### config.mk
export PLATFORM = sky130hd
export DESIGN_NAME = reg_file_mp_flat
export DESIGN_NICKNAME = d
export VERILOG_FILES = /design/src/rtl/reg_file_pkg.sv /design/src/rtl/reg_file_mp_if.sv /design/src/rtl/reg_file_scoreboard.sv /design/src/rtl/reg_file_mp.sv /design/src/flat_wrapper.sv
export SDC_FILE = /design/constraint.sdc
export NUM_CORES = 2
export LEC_CHECK = 0
export CELL_PAD_IN_SITES_DETAIL_PLACEMENT = 1
export CELL_PAD_IN_SITES_GLOBAL_PLACEMENT = 2
export CORE_MARGIN = 3
export CORE_UTILIZATION = 46
export CTS_CLUSTER_DIAMETER = 150
export DETAILED_ROUTE_END_ITERATION = 6
export PLACE_DENSITY = 0.85
export SYNTH_ARGS = -nofsm -noshare
export SYNTH_HDL_FRONTEND = slang
export SYNTH_SLANG_ARGS = --single-unit
### constraint.sdc
create_clock -name clk -period 9.8 [get_ports clk]
set_clock_uncertainty 0.1 [all_clocks]
set_input_delay 2.45 -clock clk [delete_from_list [all_inputs] [get_ports clk]]
set_output_delay 2.45 -clock clk [all_outputs]
set_load 0.02 [all_outputs]
### src/rtl/reg_file_pkg.sv
// Shared defaults and index/data typedefs for the multi-port register file.
package reg_file_pkg;

  localparam int unsigned RF_DATA_W = 32;
  localparam int unsigned RF_ADDR_W = 5;
  localparam int unsigned RF_NUM_RD = 2;
  localparam int unsigned RF_NUM_WR = 2;

  typedef logic [RF_ADDR_W-1:0] rf_idx_t;
  typedef logic [RF_DATA_W-1:0] rf_data_t;

endpackage

### src/rtl/reg_file_mp_if.sv
// ID/WB bus of the register file: master = pipeline stages, slave = register file.
interface reg_file_mp_if
  import reg_file_pkg::*;
#(
  parameter int unsigned DATA_W = RF_DATA_W,
  parameter int unsigned ADDR_W = RF_ADDR_W,
  parameter int unsigned NUM_RD = RF_NUM_RD,
  parameter int unsigned NUM_WR = RF_NUM_WR
) ();

  logic [NUM_WR-1:0]        WB_wen;
  logic [NUM_WR*ADDR_W-1:0] WB_rd;
  logic [NUM_WR*DATA_W-1:0] WB_wdata;
  logic [NUM_RD*ADDR_W-1:0] ID_ra;
  logic [NUM_RD*DATA_W-1:0] ID_rdata;
  logic                     ID_issue_en;
  logic [ADDR_W-1:0]        ID_issue_rd;
  logic [NUM_RD-1:0]        ID_pending;

  modport master (
    output WB_wen, WB_rd, WB_wdata, ID_ra, ID_issue_en, ID_issue_rd,
    input  ID_rdata, ID_pending
  );

  modport slave (
    input  WB_wen, WB_rd, WB_wdata, ID_ra, ID_issue_en, ID_issue_rd,
    output ID_rdata, ID_pending
  );

endinterface

### src/rtl/reg_file_scoreboard.sv
// Per-register pending flags: set on issue, cleared by writeback, issue wins on a tie.
// Optional same-cycle forwarding of the clear when REGFILE_BYPASS_EN is defined.
module reg_file_scoreboard
  import reg_file_pkg::*;
#(
  parameter int unsigned ADDR_W = RF_ADDR_W,
  parameter int unsigned NUM_RD = RF_NUM_RD,
  parameter int unsigned NUM_WR = RF_NUM_WR
) (
  input  logic                     clk,
  input  logic                     rst_n,
  input  logic                     i_issue_en,
  input  logic [ADDR_W-1:0]        i_issue_rd,
  input  logic [NUM_WR-1:0]        i_wen,
  input  logic [NUM_WR*ADDR_W-1:0] i_wrd,
  input  logic [NUM_RD*ADDR_W-1:0] i_ra,
  output logic [NUM_RD-1:0]        o_pending_c
);

  localparam int unsigned DEPTH = 2 ** ADDR_W;

  logic [DEPTH-1:0]  r_pending;
  logic [DEPTH-1:0]  w_clr;
  logic [DEPTH-1:0]  w_pending_nxt;
  logic [ADDR_W-1:0] w_idx;

  // Writeback clears, issue sets; index 0 can never become pending
  always_comb begin
    w_clr = '0;
    for (int unsigned p = 0; p < NUM_WR; p++) begin
      if (i_wen[p]) w_clr[i_wrd[p*ADDR_W +: ADDR_W]] = 1'b1;
    end
    w_pending_nxt = r_pending & ~w_clr;
    if (i_issue_en) w_pending_nxt[i_issue_rd] = 1'b1;
    w_pending_nxt[0] = 1'b0;
  end

  always_ff @(posedge clk or negedge rst_n) begin
    if (!rst_n) r_pending <= '0;
    else        r_pending <= w_pending_nxt;
  end

  always_comb begin
    o_pending_c = '0;
    w_idx       = '0;
    for (int unsigned r = 0; r < NUM_RD; r++) begin
      w_idx          = i_ra[r*ADDR_W +: ADDR_W];
      o_pending_c[r] = r_pending[w_idx];
`ifdef REGFILE_BYPASS_EN
      if (w_clr[w_idx] && !(i_issue_en && (i_issue_rd == w_idx))) o_pending_c[r] = 1'b0;
`endif
    end
  end

endmodule

### src/rtl/reg_file_mp.sv
// Multi-port register file (NUM_RD comb reads, NUM_WR writes, reg 0 hardwired to zero) with pending scoreboard.
// Define REGFILE_BYPASS_EN for write-first forwarding of same-cycle writeback data to the read ports.
module reg_file_mp
  import reg_file_pkg::*;
#(
  parameter int unsigned DATA_W = RF_DATA_W,
  parameter int unsigned ADDR_W = RF_ADDR_W,
  parameter int unsigned NUM_RD = RF_NUM_RD,
  parameter int unsigned NUM_WR = RF_NUM_WR
) (
  input logic          clk,
  input logic          rst_n,
  reg_file_mp_if.slave bus
);

  localparam int unsigned DEPTH = 2 ** ADDR_W;

  logic [DATA_W-1:0]        r_regs [DEPTH];
  logic [NUM_RD*DATA_W-1:0] w_rdata;
  logic [NUM_RD-1:0]        w_pending;
  logic [ADDR_W-1:0]        w_ra;

  // Ports applied in ascending order so the highest-index port wins a collision
  always_ff @(posedge clk or negedge rst_n) begin
    if (!rst_n) begin
      for (int unsigned i = 0; i < DEPTH; i++) r_regs[i] <= '0;
    end else begin
      for (int unsigned p = 0; p < NUM_WR; p++) begin
        if (bus.WB_wen[p] && (bus.WB_rd[p*ADDR_W +: ADDR_W] != '0)) begin
          r_regs[bus.WB_rd[p*ADDR_W +: ADDR_W]] <= bus.WB_wdata[p*DATA_W +: DATA_W];
        end
      end
    end
  end

  always_comb begin
    w_rdata = '0;
    w_ra    = '0;
    for (int unsigned r = 0; r < NUM_RD; r++) begin
      w_ra = bus.ID_ra[r*ADDR_W +: ADDR_W];
      if (w_ra != '0) w_rdata[r*DATA_W +: DATA_W] = r_regs[w_ra];
`ifdef REGFILE_BYPASS_EN
      for (int unsigned p = 0; p < NUM_WR; p++) begin
        if (bus.WB_wen[p] && (w_ra != '0) && (bus.WB_rd[p*ADDR_W +: ADDR_W] == w_ra)) begin
          w_rdata[r*DATA_W +: DATA_W] = bus.WB_wdata[p*DATA_W +: DATA_W];
        end
      end
`endif
    end
  end

  reg_file_scoreboard #(
    .ADDR_W(ADDR_W),
    .NUM_RD(NUM_RD),
    .NUM_WR(NUM_WR)
  ) u_scoreboard (
    .clk        (clk),
    .rst_n      (rst_n),
    .i_issue_en (bus.ID_issue_en),
    .i_issue_rd (bus.ID_issue_rd),
    .i_wen      (bus.WB_wen),
    .i_wrd      (bus.WB_rd),
    .i_ra       (bus.ID_ra),
    .o_pending_c(w_pending)
  );

  assign bus.ID_rdata   = w_rdata;
  assign bus.ID_pending = w_pending;

endmodule
### src/flat_wrapper.sv
// flat-port wrapper written by rule: the top's interface ports become plain ports
module reg_file_mp_flat import reg_file_pkg::*;
#(
  parameter int unsigned DATA_W = RF_DATA_W,
  parameter int unsigned ADDR_W = RF_ADDR_W,
  parameter int unsigned NUM_RD = RF_NUM_RD,
  parameter int unsigned NUM_WR = RF_NUM_WR
)
  (clk, rst_n, bus_WB_wen, bus_WB_rd, bus_WB_wdata, bus_ID_ra, bus_ID_issue_en, bus_ID_issue_rd, bus_ID_rdata, bus_ID_pending);
  reg_file_mp_if #(.DATA_W(DATA_W), .ADDR_W(ADDR_W), .NUM_RD(NUM_RD), .NUM_WR(NUM_WR)) bus_i ();
  input logic clk;
  input logic rst_n;
  input wire logic [$bits(bus_i.WB_wen)-1:0] bus_WB_wen;
  input wire logic [$bits(bus_i.WB_rd)-1:0] bus_WB_rd;
  input wire logic [$bits(bus_i.WB_wdata)-1:0] bus_WB_wdata;
  input wire logic [$bits(bus_i.ID_ra)-1:0] bus_ID_ra;
  input wire logic [$bits(bus_i.ID_issue_en)-1:0] bus_ID_issue_en;
  input wire logic [$bits(bus_i.ID_issue_rd)-1:0] bus_ID_issue_rd;
  output wire logic [$bits(bus_i.ID_rdata)-1:0] bus_ID_rdata;
  output wire logic [$bits(bus_i.ID_pending)-1:0] bus_ID_pending;
  assign bus_i.WB_wen = bus_WB_wen;
  assign bus_i.WB_rd = bus_WB_rd;
  assign bus_i.WB_wdata = bus_WB_wdata;
  assign bus_i.ID_ra = bus_ID_ra;
  assign bus_i.ID_issue_en = bus_ID_issue_en;
  assign bus_i.ID_issue_rd = bus_ID_issue_rd;
  assign bus_ID_rdata = bus_i.ID_rdata;
  assign bus_ID_pending = bus_i.ID_pending;
  reg_file_mp #(.DATA_W(DATA_W), .ADDR_W(ADDR_W), .NUM_RD(NUM_RD), .NUM_WR(NUM_WR)) u_core (.clk(clk), .rst_n(rst_n), .bus(bus_i));
endmodule
==> qor.txt <==
=====================================================================================
Core region area ....................................................... 140,000 um^2
FMAX ...................................................................    113.2 MHz
Final count of pins violating max slew .................................            0
Endpoint required time on the critical path ............................      7.25 ns
Via count of the first global-routing pass .............................       58,350
Worst skew pair latency ................................................      0.80 ns
Global Route Usage Sum .................................................       0.4092
Critical path buffers and inverters ....................................            3
Number of remaining DRC errors .........................................            1
Number of buffers inserted by hold repair at cts .......................            0
Layout Cells excl Fill .................................................        7,869
Total Neg Setup Slack ..................................................         0 ns
Power, Total ...........................................................    0.01541 W
Iteration count of the initial detailed-routing pass ...................            7
Endpoints failing hold .................................................            0
Number of enable-type register cells in the synthesized netlist ........            0
Lkg Pwr ................................................................     32.61 nW
Ys flop type ........................................................... sky130_fd_sc_hd__dfrtp_1
Failing checks .........................................................          DRC
Data arrival time of the worst path ....................................      6.28 ns
Max Fanout on Critical Path ............................................           25
Net count after synthesis ..............................................        6,289
Leading post-synthesis cells by cell area .............................. sky130_fd_sc_hd__dfrtp_1 41%, sky130_fd_sc_hd__mux4_2 16%, sky130_fd_sc_hd__mux2i_1 13%
Height of the die ......................................................     382.1 um
Family with the most delay on the worst path ........................... buffers and inverters
Highest ir drop seen on vdd ............................................  0.0001492 V
Cell row count .........................................................          137
Sequence of cells on the critical path ................................. buf_2 > nor2_1 > buf_4 > a22oi_1 > a311oi_1 > clkdlybuf4s50_1
Min Clock Period, post-route ...........................................     8.831 ns
Final weighted congestion in routability-driven placement ..............       0.8919
Share of flip-flops with an asynchronous set or reset after synthesis ..        1.000
Number of top-level pins ...............................................          160
Relative area change from synthesis to final layout ....................       11.25%
Kind of start point of the critical path ...............................   input port
Post-CTS setup buffer count ............................................            0
Effective utilization at floorplan .....................................       0.4646
Number of library cell types mapped by synthesis .......................           49
Inserted Clock Buffers .................................................          131
Ratio of total power to cell area ...................................... 212.8 nW/um^2
Sum of net half-perimeters after detailed placement ....................   174,300 um
Number of flip-flops and latches in the synthesized netlist ............        1,055
R2R Path End ........................................................... u_core.r_regs[519]$_DFF_PN0_
Drt initial violations .................................................        8,096
Fraction of the yosys area taken by sequential cells ...................       0.4057
Count of mapped cells out of synthesis .................................        6,195
Worst setup path start ................................................. bus_ID_ra[3]
Worst Tran Pin Value ...................................................     1.396 ns
Max-cap violations .....................................................            0
Startpoint-to-endpoint class of the critical path ...................... input port to output pin
CTS tree ...............................................................         done
Register-to-register path setup slack ..................................      8.72 ns
Initial antenna violation count ........................................           21
Run status ............................................................. finished, violations left
Slowest cell on crit path .............................................. sky130_fd_sc_hd__nor2_1
Number of levels in the clock H-tree ...................................            4
Cell depth of the worst min-delay path .................................            0
Clock-pin slew of the registers on the worst-case setup and hold paths .      0.06 ns
Share of post-route cells with drive strength above 1 ..................       0.1740
Post-Syn Area per Cell .................................................   10.50 um^2
Post-Place Cells .......................................................        7,632
Count of antenna-violating nets left after detailed routing ............            0
Synth top area share ...................................................       0.4057
Average wire length per cell after detail routing ......................     38.57 um
Clock tree buffer depth ................................................            3
Root buffer cell ....................................................... sky130_fd_sc_hd__clkbuf_16
Count of instances resized after the clock tree is built ...............            0
Startpoint of the worst-slack reg-to-reg timing path ................... u_core.r_regs[519]$_DFF_PN0_
Depth of the worst register-to-register path ...........................            2
Maximum number of pins on one net before global-route repair ...........          157
Finish-stage setup viols ...............................................            0
Area of the mapped netlist .............................................  65,070 um^2
Port Buf Inserts .......................................................          159
# nets final ...........................................................        5,984
HP Class ............................................................... register to register
Top cell type by total area after synthesis ............................ sky130_fd_sc_hd__dfrtp_1
Routed vias/inst .......................................................        7.403
Cell depth of the worst setup path .....................................            6
Final wirelength .......................................................   303,500 um
Setup repair after global routing missed its margin ....................        false
Max stage delay on crit path ...........................................      1.22 ns
Normalized max-slew margin .............................................      0.06927
Total die area ......................................................... 146,000 um^2
Fraction of the cycle the final worst path needs .......................       0.9011
Syn. warnings ..........................................................            0
Category of the worst setup path capture point .........................   output pin
Via count ..............................................................       58,260
Gr ovfl total ..........................................................            0
TritonCTS Sinks ........................................................        1,055
Die width ..............................................................     382.1 um
Worst Setup EP ......................................................... bus_ID_rdata[26]
Wire length of the first global-routing pass ...........................   433,700 um
=====================================================================================
[layout by cell type, fill, tap and decap left out, types with 68 or more instances in the layout]
cell                              instances
sky130_fd_sc_hd__a21oi_1                512
sky130_fd_sc_hd__a22oi_1                270
sky130_fd_sc_hd__a32oi_1                103
sky130_fd_sc_hd__buf_4                  171
sky130_fd_sc_hd__clkbuf_16              139
sky130_fd_sc_hd__clkdlybuf4s50_1        147
sky130_fd_sc_hd__dfrtp_1               1055
sky130_fd_sc_hd__mux2i_1                813
sky130_fd_sc_hd__mux4_2                 466
sky130_fd_sc_hd__nand2_1                533
sky130_fd_sc_hd__nor2_1                 525
sky130_fd_sc_hd__nor2b_1                 68
sky130_fd_sc_hd__o21ai_0                575
[synthesized netlist by cell type, drive strengths merged, types with 46 or more instances]
| library cell | n |
|---|---|
| clkbuf | 480 |
| a211oi | 78 |
| a22oi | 270 |
| mux4 | 466 |
| nor2b | 72 |
| buf | 309 |
| a32oi | 103 |
| mux2i | 813 |
| dfrtp | 1055 |
| nand2 | 549 |
| a311oi | 64 |
| mux2 | 66 |
| a221oi | 46 |
| o21ai | 591 |
| nor2 | 559 |
| a21oi | 513 |
[worst min-delay path by stage]
| stage | from | to | slack, ns |
|---|---|---|---|
| floorplan | u_core.r_regs[1000]$_DFF_PN0_ | u_core.r_regs[1000]$_DFF_PN0_ | 0.34 |
| global placement | u_core.r_regs[1010]$_DFF_PN0_ | u_core.r_regs[1010]$_DFF_PN0_ | 0.28 |
| detailed placement | u_core.r_regs[1011]$_DFF_PN0_ | u_core.r_regs[1011]$_DFF_PN0_ | 0.28 |
| CTS | u_core.r_regs[1011]$_DFF_PN0_ | u_core.r_regs[1011]$_DFF_PN0_ | 0.29 |
| global route | u_core.r_regs[1012]$_DFF_PN0_ | u_core.r_regs[1012]$_DFF_PN0_ | 0.31 |
| finish | u_core.r_regs[1012]$_DFF_PN0_ | u_core.r_regs[1012]$_DFF_PN0_ | 0.29 |
[where the power goes]
group / switching (W) / internal, W
clock network: 0.00204 / 0.00300
logic: 0.00192 / 0.00199
registers: 0.000986 / 0.00547
total: 0.00495 / 0.0105
[worst reg2reg max path: cells and delay by family (launching register included)]
kind	cells	cell delay, ns
DFF	1	0.40
AOI/OAI and AO/OA	2	0.38
[cell type report]
| class | instances | area [um^2] |
|---|---|---|
| Fill cell | 14780 | 67650 |
| Multi-Input combinational cell | 4331 | 35910 |
| Sequential cell | 1055 | 26400 |
| Clock buffer | 207 | 4044 |
| Timing Repair Buffer | 351 | 3298 |
| Tap cell | 1876 | 2347 |
| Clock inverter | 20 | 286.5 |
| Inverter | 20 | 80.08 |
| Antenna cell | 9 | 22.52 |
[sequential cells by signal, indices dropped and copies added (netlist names)]
| name | flops |
|---|---|
| u_core.r_regs | 1024 |
| u_core.u_scoreboard.r_pending | 31 |
[cell families after synthesis]
| logic type | count (synthesis) | synth area share |
|---|---|---|
| AO/OA/AOI/OAI | 1715 | 0.1618 |
| buffers and inverters | 809 | 0.05349 |
| AND/OR/NAND/NOR | 1271 | 0.08120 |
| multiplexers | 1345 | 0.2978 |
| flip-flops | 1055 | 0.4057 |
[metal layers]
layer | routed length [um] | GRT usage
met3 | 39790 | 0.1494
met4 | 19270 | 0.2320
met1 | 116700 | 0.5490
met2 | 127600 | 0.5704
met5 | 115 | 0
[metrics by stage]
stage | cell area [um^2] | hold slack [ns] | setup slack [ns] | util
2_1_floorplan | 65070 | 0.3413 | 2.998 | -
3_3_place_gp | 68000 | 0.2765 | 1.022 | 0.4856
3_5_place_dp | 68000 | 0.2833 | 0.9623 | 0.4856
4_1_cts | 72330 | 0.2950 | 1.007 | 0.5165
5_1_grt | 72370 | 0.3054 | 1.109 | 0.5168
6_report | 72390 | 0.2930 | 0.9689 | 0.5169
(Power assumes the default switching activity.)
